$ cat src/rtl/project.sv
// 3x3 valid-convolution engine over a stream of square matrices.
//
// Purpose: loads a signed 3x3 kernel from weight memory. It then walks the
// matrices held in input memory (header word N, then N*N row-major elements)
// until it reads a 16'h00FF header. Each (N-2)^2 window result is written to
// output memory at consecutive addresses starting at 0.
//
// Ports:
//   clk                     single clock, rising edge
//   reset_b                 asynchronous active-low reset
//   dut_run                 start request, sampled only in IDLE
//   dut_busy                high from the edge after start until back in IDLE
//   dut_sram_read_address   input-memory address (data returns next cycle)
//   sram_dut_read_data      input-memory read data
//   dut_wmem_read_address   weight-memory address (data returns next cycle)
//   wmem_dut_read_data      weight-memory read data
//   dut_sram_write_enable   one-cycle strobe per result
//   dut_sram_write_address  result address
//   dut_sram_write_data     result data (low 16 bits of the 36-bit sum)
//
// state     | meaning
// ----------+--------------------------------------------------------------
// IDLE      | waiting for dut_run
// LOAD_W    | fetch 9 weights; cnt 0..8 drives address, cnt 1..9 captures
// READ_HDR  | present header address
// CHECK_HDR | header data valid: terminate or start first window
// CONV      | fetch 9 window elements; cnt 1..9 accumulates
// WRITE     | strobe the result
// NEXT      | advance column / row / matrix
// DONE      | one cycle before returning to IDLE

module project (
    input  logic        clk,
    input  logic        reset_b,
    input  logic        dut_run,
    output logic        dut_busy,
    output logic [11:0] dut_sram_read_address,
    input  logic [15:0] sram_dut_read_data,
    output logic [11:0] dut_wmem_read_address,
    input  logic [15:0] wmem_dut_read_data,
    output logic        dut_sram_write_enable,
    output logic [11:0] dut_sram_write_address,
    output logic [15:0] dut_sram_write_data
);

    localparam logic [2:0] S_IDLE      = 3'd0;
    localparam logic [2:0] S_LOAD_W    = 3'd1;
    localparam logic [2:0] S_READ_HDR  = 3'd2;
    localparam logic [2:0] S_CHECK_HDR = 3'd3;
    localparam logic [2:0] S_CONV      = 3'd4;
    localparam logic [2:0] S_WRITE     = 3'd5;
    localparam logic [2:0] S_NEXT      = 3'd6;
    localparam logic [2:0] S_DONE      = 3'd7;

    localparam logic [15:0] HDR_END = 16'h00FF;

    logic [2:0]         state_q, state_d;
    logic [3:0]         cnt_q, cnt_d;
    logic [11:0]        hdr_q, hdr_d;
    logic [4:0]         n_q, n_d;
    logic [3:0]         row_q, row_d;
    logic [3:0]         col_q, col_d;
    logic signed [35:0] acc_q, acc_d;
    logic [11:0]        out_addr_q, out_addr_d;
    logic signed [15:0] w_q [0:8];

    logic               w_we;
    logic [3:0]         w_idx;
    logic [1:0]         win_i, win_j;
    logic [11:0]        win_row, row_off, elem_addr, n_sq;
    logic signed [31:0] prod;
    logic               last_col, last_row;

    // Kernel position of the element whose address is presented at cnt_q.
    always_comb begin
        win_i = 2'd0;
        win_j = 2'd0;
        case (cnt_q)
            4'd1: win_j = 2'd1;
            4'd2: win_j = 2'd2;
            4'd3: win_i = 2'd1;
            4'd4: begin win_i = 2'd1; win_j = 2'd1; end
            4'd5: begin win_i = 2'd1; win_j = 2'd2; end
            4'd6: win_i = 2'd2;
            4'd7: begin win_i = 2'd2; win_j = 2'd1; end
            4'd8: begin win_i = 2'd2; win_j = 2'd2; end
            default: ;
        endcase
    end

    assign win_row   = {8'd0, row_q} + {10'd0, win_i};
    assign row_off   = {7'd0, n_q} * win_row;
    assign elem_addr = hdr_q + 12'd1 + row_off + {8'd0, col_q} + {10'd0, win_j};
    assign n_sq      = {7'd0, n_q} * {7'd0, n_q};

    // Returning data belongs to the address presented one count earlier.
    assign w_idx = (cnt_q == 4'd0) ? 4'd0 : cnt_q - 4'd1;
    assign prod  = $signed(sram_dut_read_data) * w_q[w_idx];

    assign last_col = ({1'b0, col_q} == (n_q - 5'd3));
    assign last_row = ({1'b0, row_q} == (n_q - 5'd3));

    assign dut_busy               = (state_q != S_IDLE);
    assign dut_sram_write_enable  = (state_q == S_WRITE);
    assign dut_sram_write_address = (state_q == S_WRITE) ? out_addr_q : 12'd0;
    assign dut_sram_write_data    = (state_q == S_WRITE) ? acc_q[15:0] : 16'd0;
    assign dut_wmem_read_address  = (state_q == S_LOAD_W && cnt_q < 4'd9) ? {8'd0, cnt_q} : 12'd0;

    always_comb begin
        dut_sram_read_address = 12'd0;
        if (state_q == S_READ_HDR)
            dut_sram_read_address = hdr_q;
        else if (state_q == S_CONV && cnt_q < 4'd9)
            dut_sram_read_address = elem_addr;
    end

    always_comb begin
        state_d    = state_q;
        cnt_d      = cnt_q;
        hdr_d      = hdr_q;
        n_d        = n_q;
        row_d      = row_q;
        col_d      = col_q;
        acc_d      = acc_q;
        out_addr_d = out_addr_q;
        w_we       = 1'b0;
        case (state_q)
            S_IDLE: begin
                if (dut_run) begin
                    state_d    = S_LOAD_W;
                    cnt_d      = 4'd0;
                    hdr_d      = 12'd0;
                    out_addr_d = 12'd0;
                end
            end
            S_LOAD_W: begin
                w_we  = (cnt_q != 4'd0);
                cnt_d = cnt_q + 4'd1;
                if (cnt_q == 4'd9) begin
                    cnt_d   = 4'd0;
                    state_d = S_READ_HDR;
                end
            end
            S_READ_HDR: state_d = S_CHECK_HDR;
            S_CHECK_HDR: begin
                if (sram_dut_read_data == HDR_END) begin
                    state_d = S_DONE;
                end else begin
                    n_d     = sram_dut_read_data[4:0];
                    row_d   = 4'd0;
                    col_d   = 4'd0;
                    cnt_d   = 4'd0;
                    acc_d   = '0;
                    state_d = S_CONV;
                end
            end
            S_CONV: begin
                if (cnt_q != 4'd0)
                    acc_d = acc_q + {{4{prod[31]}}, prod};
                cnt_d = cnt_q + 4'd1;
                if (cnt_q == 4'd9)
                    state_d = S_WRITE;
            end
            S_WRITE: begin
                out_addr_d = out_addr_q + 12'd1;
                state_d    = S_NEXT;
            end
            S_NEXT: begin
                cnt_d   = 4'd0;
                acc_d   = '0;
                state_d = S_CONV;
                if (!last_col) begin
                    col_d = col_q + 4'd1;
                end else begin
                    col_d = 4'd0;
                    if (!last_row) begin
                        row_d = row_q + 4'd1;
                    end else begin
                        hdr_d   = hdr_q + 12'd1 + n_sq;
                        state_d = S_READ_HDR;
                    end
                end
            end
            S_DONE:  state_d = S_IDLE;
            default: state_d = S_IDLE;
        endcase
    end

    always_ff @(posedge clk or negedge reset_b) begin
        if (!reset_b) begin
            state_q    <= S_IDLE;
            cnt_q      <= 4'd0;
            hdr_q      <= 12'd0;
            n_q        <= 5'd0;
            row_q      <= 4'd0;
            col_q      <= 4'd0;
            acc_q      <= '0;
            out_addr_q <= 12'd0;
            for (int k = 0; k < 9; k++)
                w_q[k] <= '0;
        end else begin
            state_q    <= state_d;
            cnt_q      <= cnt_d;
            hdr_q      <= hdr_d;
            n_q        <= n_d;
            row_q      <= row_d;
            col_q      <= col_d;
            acc_q      <= acc_d;
            out_addr_q <= out_addr_d;
            if (w_we)
                w_q[w_idx] <= $signed(wmem_dut_read_data);
        end
    end

endmodule

$ cat config.mk
export PLATFORM = sky130hd
export DESIGN_NAME = project
export DESIGN_NICKNAME = d
export VERILOG_FILES = /design/src/rtl/project.sv
export SDC_FILE = /design/constraint.sdc
export NUM_CORES = 1
export LEC_CHECK = 0
export ABC_AREA = 1
export BUFFER_PORTS_ARGS = -buffer_cell sky130_fd_sc_hd__buf_2
export CAP_MARGIN = 20
export CORE_ASPECT_RATIO = 0.6
export CORE_MARGIN = 2
export CORE_UTILIZATION = 67
export DETAILED_ROUTE_END_ITERATION = 8
export GPL_TIMING_DRIVEN = 0
export HOLD_SLACK_MARGIN = 0.15
export PLACE_DENSITY = 0.94
export RECOVER_POWER = 100
export SLEW_MARGIN = 20
export SYNTH_ARGS = -nofsm -noshare
export SYNTH_HDL_FRONTEND = slang
export SYNTH_SLANG_ARGS = --single-unit
$ cat constraint.sdc
create_clock -name clk -period 22.3 [get_ports clk]
set_input_delay 1.115 -clock clk [delete_from_list [all_inputs] [get_ports clk]]
set_output_delay 1.115 -clock clk [all_outputs]
set_load 0.05 [all_outputs]
==> flow_metrics.tcl, run 1 <==
set metrics [dict create \
    routedWlPerCell_um 18.6 \
    rows 45 \
    track_usage 0.390 \
    drt-total-wl_um 52400 \
    ys_seq_area_frac 0.291 \
    r2r_cells 46 \
    clkSinkCount 204 \
    fillers 1928 \
    core_area_sq_um 25500 \
    cp_slowest_cell "o21ai_0" \
    hold_class "flop to flop" \
    tightestPinTransition_ps 4790 \
    r2r_setup_slack_ps 10840 \
    clock_latency_ps 530 \
    max-cap-violations 3 \
    finalNetCount 2732 \
    holdCritStartpoint "acc_q[15]" \
    cts_root_buf "clkbuf_16" \
    dieWidth_um 213 \
    clkTransAtPathRegs_ps 70 \
    gr-usage-met2 0.600 \
    io_pins 89 \
    yosys.area.top_type_share 0.291 \
    hold_depth 2 \
    rsz0062_at_grt "no" \
    postCtsSetupBuffers 0 \
    violations "max-capacitance violations, max-slew violations" \
    dp_slack_ps 12750 \
    fin_tns_setup_ps 0 \
    critPathKind "flop to flop" \
    met1_usage 0.545 \
    antenna_found_initial 1 \
    num_vias 17000 \
    final-setup-viol-count 0 \
    yosysUniqueCellTypes 54 \
    yosys_warnings 0 \
    port_buffers 77 \
    crit_required_ps 22720 \
    grt_util_met3 0.104 \
    overflow 0 \
    synth_top_area_cell "dfrtp_1" \
    placed_cells 2777 \
    postCtsHoldBufs 0 \
    start_util 0.688 \
    die_h_um 129 \
    synth_edf_count 0 \
    synth-async-reset-ratio 1.00 \
    rr_startpoint "cnt_q[0]" \
    cts_buffer_depth 3 \
    crit_top_cell "nand2_1" \
    hold_violations 0 \
    first_global_vias 16500 \
    cp_slowest_stage_delay_ps 770 \
    skew_ps 23.1 \
    cp-start-kind "flop" \
    die_area_sq_um 27500 \
    outcome "finished with violations" \
    drcViolationCount 0 \
    synth.area.top_cells "dfrtp_1 (29%), fa_1 (13%), nand2_1 (12%)" \
    syn_to_final_growth_pct 8.41 \
    synth_seq_cells 204 \
    drv_slew 209 \
    ys.flop_type "dfrtp_1" \
    drt_first_pass_iters 9 \
    whs_endpoint "acc_q[15]" \
    worst_slack_ps 10840 \
    drive_gt1_frac 0.0504 \
    cts_made_buffers 21 \
    cts_tree "done" \
    synthCells 2339 \
    gp_congestion 1.00 \
    grt_pass1_wl_um 83800 \
    critPathCaptureType "flop" \
    finalCritPeriodShare 0.514 \
    whs_ps 482 \
    syn-cell-area_sq_um 17600 \
    dp_hpwl_um 40100 \
    post_cts_resized 0 \
    busiest_layer "met2" \
    slew_headroom -2.19 \
    grt_max_degree 93 \
    avgSynthCellArea_sq_um 7.50 \
    stdcell_count 2815 \
    timing.fmax_mhz 87.3 \
    cp_max_fo 11 \
    regToRegEndpoint "acc_q[15]" \
    drt_iter0_drc 2452 \
    viasPerCell 6.03 \
    htree_num_levels 1 \
    critPathArrivalTime_ps 11880 \
    ant_nets 0 \
    min_period_ps 11460 \
]
## how the worst max path moves through the flow
stage               slack [ps]  cells past startpoint     start                  endpoint
floorplan                14400                     29  cnt_q[0]  dut_sram_read_address[8]
global placement         13050                     40  cnt_q[0]                 acc_q[14]
detailed placement       12750                     48  cnt_q[0]                 acc_q[15]
CTS                      12670                     48  cnt_q[0]                 acc_q[15]
global route             10150                     47  cnt_q[0]                 acc_q[15]
finish                   10840                     46  cnt_q[0]                 acc_q[15]
## through the flow
stage,utilization,cell area [sq um]
final,0.746,19000
after global routing,0.746,19000
after CTS,0.753,19200
after detailed placement,0.724,18500
after global placement,0.722,18400
after floorplan,-,17600
## cell families (layout without fill, tap and decap cells)
family	after synthesis	count (layout)	synth area share
buffers and inverters	516	632	0.118
adders and majority gates	249	249	0.225
other	1	9	0.000214
DFF	204	204	0.291
AOI/OAI and AO/OA	340	340	0.108
xor gates and xnor gates	49	49	0.0245
and+or+nand+nor	980	980	0.234
## Yosys cell counts (3+ instances only)
| master | count |
|---|---|
| nor3b_1 | 4 |
| fa_1 | 112 |
| inv_2 | 5 |
| buf_2 | 15 |
| dfrtp_1 | 204 |
| a21oi_2 | 6 |
| o21ai_0 | 211 |
| a21oi_1 | 59 |
| o21bai_1 | 6 |
| xnor2_1 | 15 |
| nor4_1 | 6 |
| buf_1 | 4 |
| clkbuf_1 | 43 |
| nor3_1 | 16 |
| nor2_1 | 212 |
| a21boi_1 | 3 |
| and2_1 | 3 |
| o31ai_1 | 3 |
| nand3b_1 | 3 |
| nand2_1 | 548 |
| ha_1 | 137 |
| buf_4 | 13 |
| o211ai_1 | 3 |
| nor2_2 | 4 |
| o22ai_1 | 24 |
| xor2_1 | 34 |
| inv_1 | 426 |
| o221ai_1 | 3 |
| nand2_2 | 6 |
| nand4_1 | 28 |
| buf_6 | 8 |
| nand3_1 | 138 |
| nand3_2 | 6 |
| o32ai_1 | 4 |
## layer usage
metal | up-vias | wire length, um
li1 | 7556 | -
met1 | 8040 | 20900
met2 | 1212 | 22800
met3 | 155 | 7130
met4 | 0 | 1530
met5 | - | 0
## placed cells by master, fill, tap and decap left out, types with 3 or more instances in the layout
cell type	instances
nor2_2	4
bufinv_16	4
o22ai_1	24
o21bai_1	6
nor2_1	213
nand3b_1	3
nand3_1	138
a21oi_1	60
inv_1	427
xor2_1	34
clkbuf_16	21
clkbuf_1	105
nand2_1	550
clkbuf_8	3
ha_1	137
nor3_1	16
nor3b_1	4
clkinv_2	3
nand4_1	28
conb_1	8
dfrtp_1	204
a21oi_2	5
xnor2_1	15
buf_2	43
o32ai_1	4
o21ai_0	212
buf_4	13
nand2_2	4
buf_6	4
nor4_1	6
o211ai_1	3
fa_1	112
inv_2	4
o31ai_1	3
nand3_2	6
a21boi_1	3
o221ai_1	3
## worst max-delay path: cells and delay by family (launching register included)
kind | cells | cell delay, ps
AOI/OAI and AO/OA | 11 | 2600
adders and majority gates | 9 | 3450
buffers and inverters | 12 | 2990
DFF | 1 | 400
and+or+nand+nor | 14 | 1880
## state kept, by name, indices dropped and copies added, names as in the netlist
name / count
row_q: 4
out_addr_q: 12
cnt_q: 4
n_q: 5
col_q: 4
w_q: 144
hdr_q: 12
state_q: 3
acc_q: 16
## layout make-up
cell class	count	area, sq um	share of cell area
Inverter	433	1630	0.0855
Buffer	83	407	0.0214
Timing Repair Buffer	79	334	0.0176
Antenna cell	1	2.50	0.000132
Sequential cell	204	5100	0.268
Clock inverter	9	153	0.00802
Clock buffer	28	582	0.0306
Tap cell	352	440	0.0231
Multi-Input combinational cell	1626	10400	0.545
Power of run 1 is left out: the tool's default activity adds up to more than one toggle a clock period on the data nets, which glitch-free logic cannot reach.
==> inputs of run 2 (changes only) <==
--- a/config.mk
+++ b/config.mk
@@ -10,11 +10,11 @@
 export CAP_MARGIN = 20
 export CORE_ASPECT_RATIO = 0.6
 export CORE_MARGIN = 2
-export CORE_UTILIZATION = 67
+export CORE_UTILIZATION = 57
 export DETAILED_ROUTE_END_ITERATION = 8
 export GPL_TIMING_DRIVEN = 0
 export HOLD_SLACK_MARGIN = 0.15
-export PLACE_DENSITY = 0.94
+export PLACE_DENSITY = 0.86
 export RECOVER_POWER = 100
 export SLEW_MARGIN = 20
 export SYNTH_ARGS = -nofsm -noshare
==> constraint.sdc (replaced) <==
create_clock -name clk -period 10.2 [get_ports clk]
set_input_delay 0.51 -clock clk [delete_from_list [all_inputs] [get_ports clk]]
set_output_delay 0.51 -clock clk [all_outputs]
set_load 0.05 [all_outputs]
==> run 2 against run 1 <==
Effect of this change:
- the flow still finishes with violations (max-capacitance violations, max-slew violations)
- fmax up 19%
- global-route usage fell by 7.1 points
- final cell count grew 2.1%
- clock skew grew 9.8 ps
- die area increased by 17%
==> flow_metrics.tcl, run 2 (synthesis results as in run 1) <==
set metrics [dict create \
    rr_startpoint "cnt_q[0]" \
    min_period_ps 9610 \
    track_usage 0.319 \
    crit_required_ps 10620 \
    tightestPinTransition_ps 3540 \
    postCtsSetupBuffers 0 \
    cp_top_family "adder cells" \
    multiInputGateArea_sq_um 10400 \
    cts_buffer_depth 3 \
    fin_tns_setup_ps 0 \
    drcViolationCount 0 \
    slew_headroom -1.36 \
    path_buf_inv 11 \
    drt_first_pass_iters 6 \
    regToRegEndpoint "acc_q[15]" \
    violations "max-capacitance violations, max-slew violations" \
    critPathKind "flop to flop" \
    gp_congestion 0.983 \
    start_util 0.583 \
    finalCritPeriodShare 0.942 \
    rows 49 \
    dp_slack_ps 756 \
    cp_num_cells 46 \
    num_vias 16500 \
    utilization 0.636 \
    final_cell_mix "nand2_1 (550), inv_1 (427), nor2_1 (213)" \
    cts_root_buf "clkbuf_16" \
    largest_reg_flops 144 \
    drt_iter0_drc 1882 \
    syn_to_final_growth_pct 9.09 \
    ant_nets 0 \
    rsz0062_at_grt "no" \
    whs_endpoint "w_q[135]" \
    finalNetCount 2733 \
    clkSinkCount 204 \
    clock_latency_ps 550 \
    reg.largest.list "w_q: 144 flops, acc_q: 16 flops" \
    grt_util_met3 0.0959 \
    cts_made_buffers 22 \
    port_buffers 77 \
    top_register "w_q" \
    timing.fmax_mhz 104 \
    max-cap-violations 3 \
    drv_slew 209 \
    fillers 2581 \
    r2r_setup_slack_ps 590 \
    critPathArrivalTime_ps 10030 \
    clkTransAtPathRegs_ps 60 \
    worst_slack_ps 593 \
    core_area_sq_um 30100 \
    viasPerCell 5.74 \
    cp_slowest_cell "clkbuf_1" \
    dp_hpwl_um 40100 \
    cp_max_fo 20 \
    cts_tree "done" \
    dieWidth_um 231 \
    routedWlPerCell_um 17.7 \
    overflow 0 \
    grt_max_degree 84 \
    cp_slowest_stage_delay_ps 630 \
    final-setup-viol-count 0 \
    drive_gt1_frac 0.0548 \
    htree_num_levels 1 \
    drt-total-wl_um 50800 \
    ff_latch_area_sq_um 5100 \
    antenna_found_initial 0 \
    first_global_vias 16300 \
    hold_violations 0 \
    holdCritStartpoint "wmem_dut_read_data[7]" \
    io_pins 89 \
    hold_depth 3 \
    busiest_layer "met2" \
    r2r_cells 46 \
    grt_pass1_wl_um 82000 \
    layout_commonest_cell "nand2_1" \
    die_area_sq_um 32300 \
    crit_top_cell "nand2_1" \
    die_h_um 140 \
    gr-usage-met2 0.475 \
    critPathCaptureType "flop" \
    skew_ps 32.9 \
    met1_usage 0.448 \
    outcome "finished with violations" \
    hold_class "input pin to flop" \
    n_antenna_cell 0 \
    cp-start-kind "flop" \
]
[run 2: worst max-delay path by stage]
stage	startpoint	endpoint	slack [ps]
CTS	cnt_q[0]	acc_q[15]	690
finish	cnt_q[0]	acc_q[15]	590
detailed placement	cnt_q[0]	acc_q[15]	760
global placement	cnt_q[0]	acc_q[15]	940
floorplan	cnt_q[0]	acc_q[15]	2460
global route	cnt_q[0]	acc_q[15]	270
[run 2: worst register-to-register path, delay by kind of cell (launching register included)]
family	cells	cell delay, ps
fa+ha+maj	9	3280
compound gates	9	1430
buf+inv	11	2360
simple gates	17	2000
flops	1	420
[run 2: through the flow]
| stage | hold WS (ps) | instances | instance area, sq um |
|---|---|---|---|
| after floorplan | 214 | 2346 | 17600 |
| after global placement | 460 | 2831 | 18500 |
| after detailed placement | 468 | 2833 | 18500 |
| after CTS | 216 | 2874 | 19300 |
| after global routing | 246 | 2873 | 19100 |
| final | 224 | 2873 | 19100 |
[run 2: cell type report]
cell class / count / area share
multi-input cells: 1626 / 0.543
well taps: 408 / 0.0267
repair buffers: 80 / 0.0180
inverters: 433 / 0.0850
clock inverters: 10 / 0.00451
clock buffers: 30 / 0.0335
plain buffers: 82 / 0.0226
flip-flops and latches: 204 / 0.267
[run 2: repair_timing]
| action | CTS | global route |
|---|---|---|
| setup endpoints to repair | 0 | 1 |
| resized for setup | 0 | 0 |
| endpoints found under the hold margin | 56 | 0 |
| hold buffers | 1 | 0 |
[run 2: per-layer routing]
layer,wire length (um),vias to the layer above
met5,0,-
met4,1480,0
met1,21300,7893
met3,6460,111
met2,21600,915
li1,-,7564
Power of run 2 is left out for the same reason.
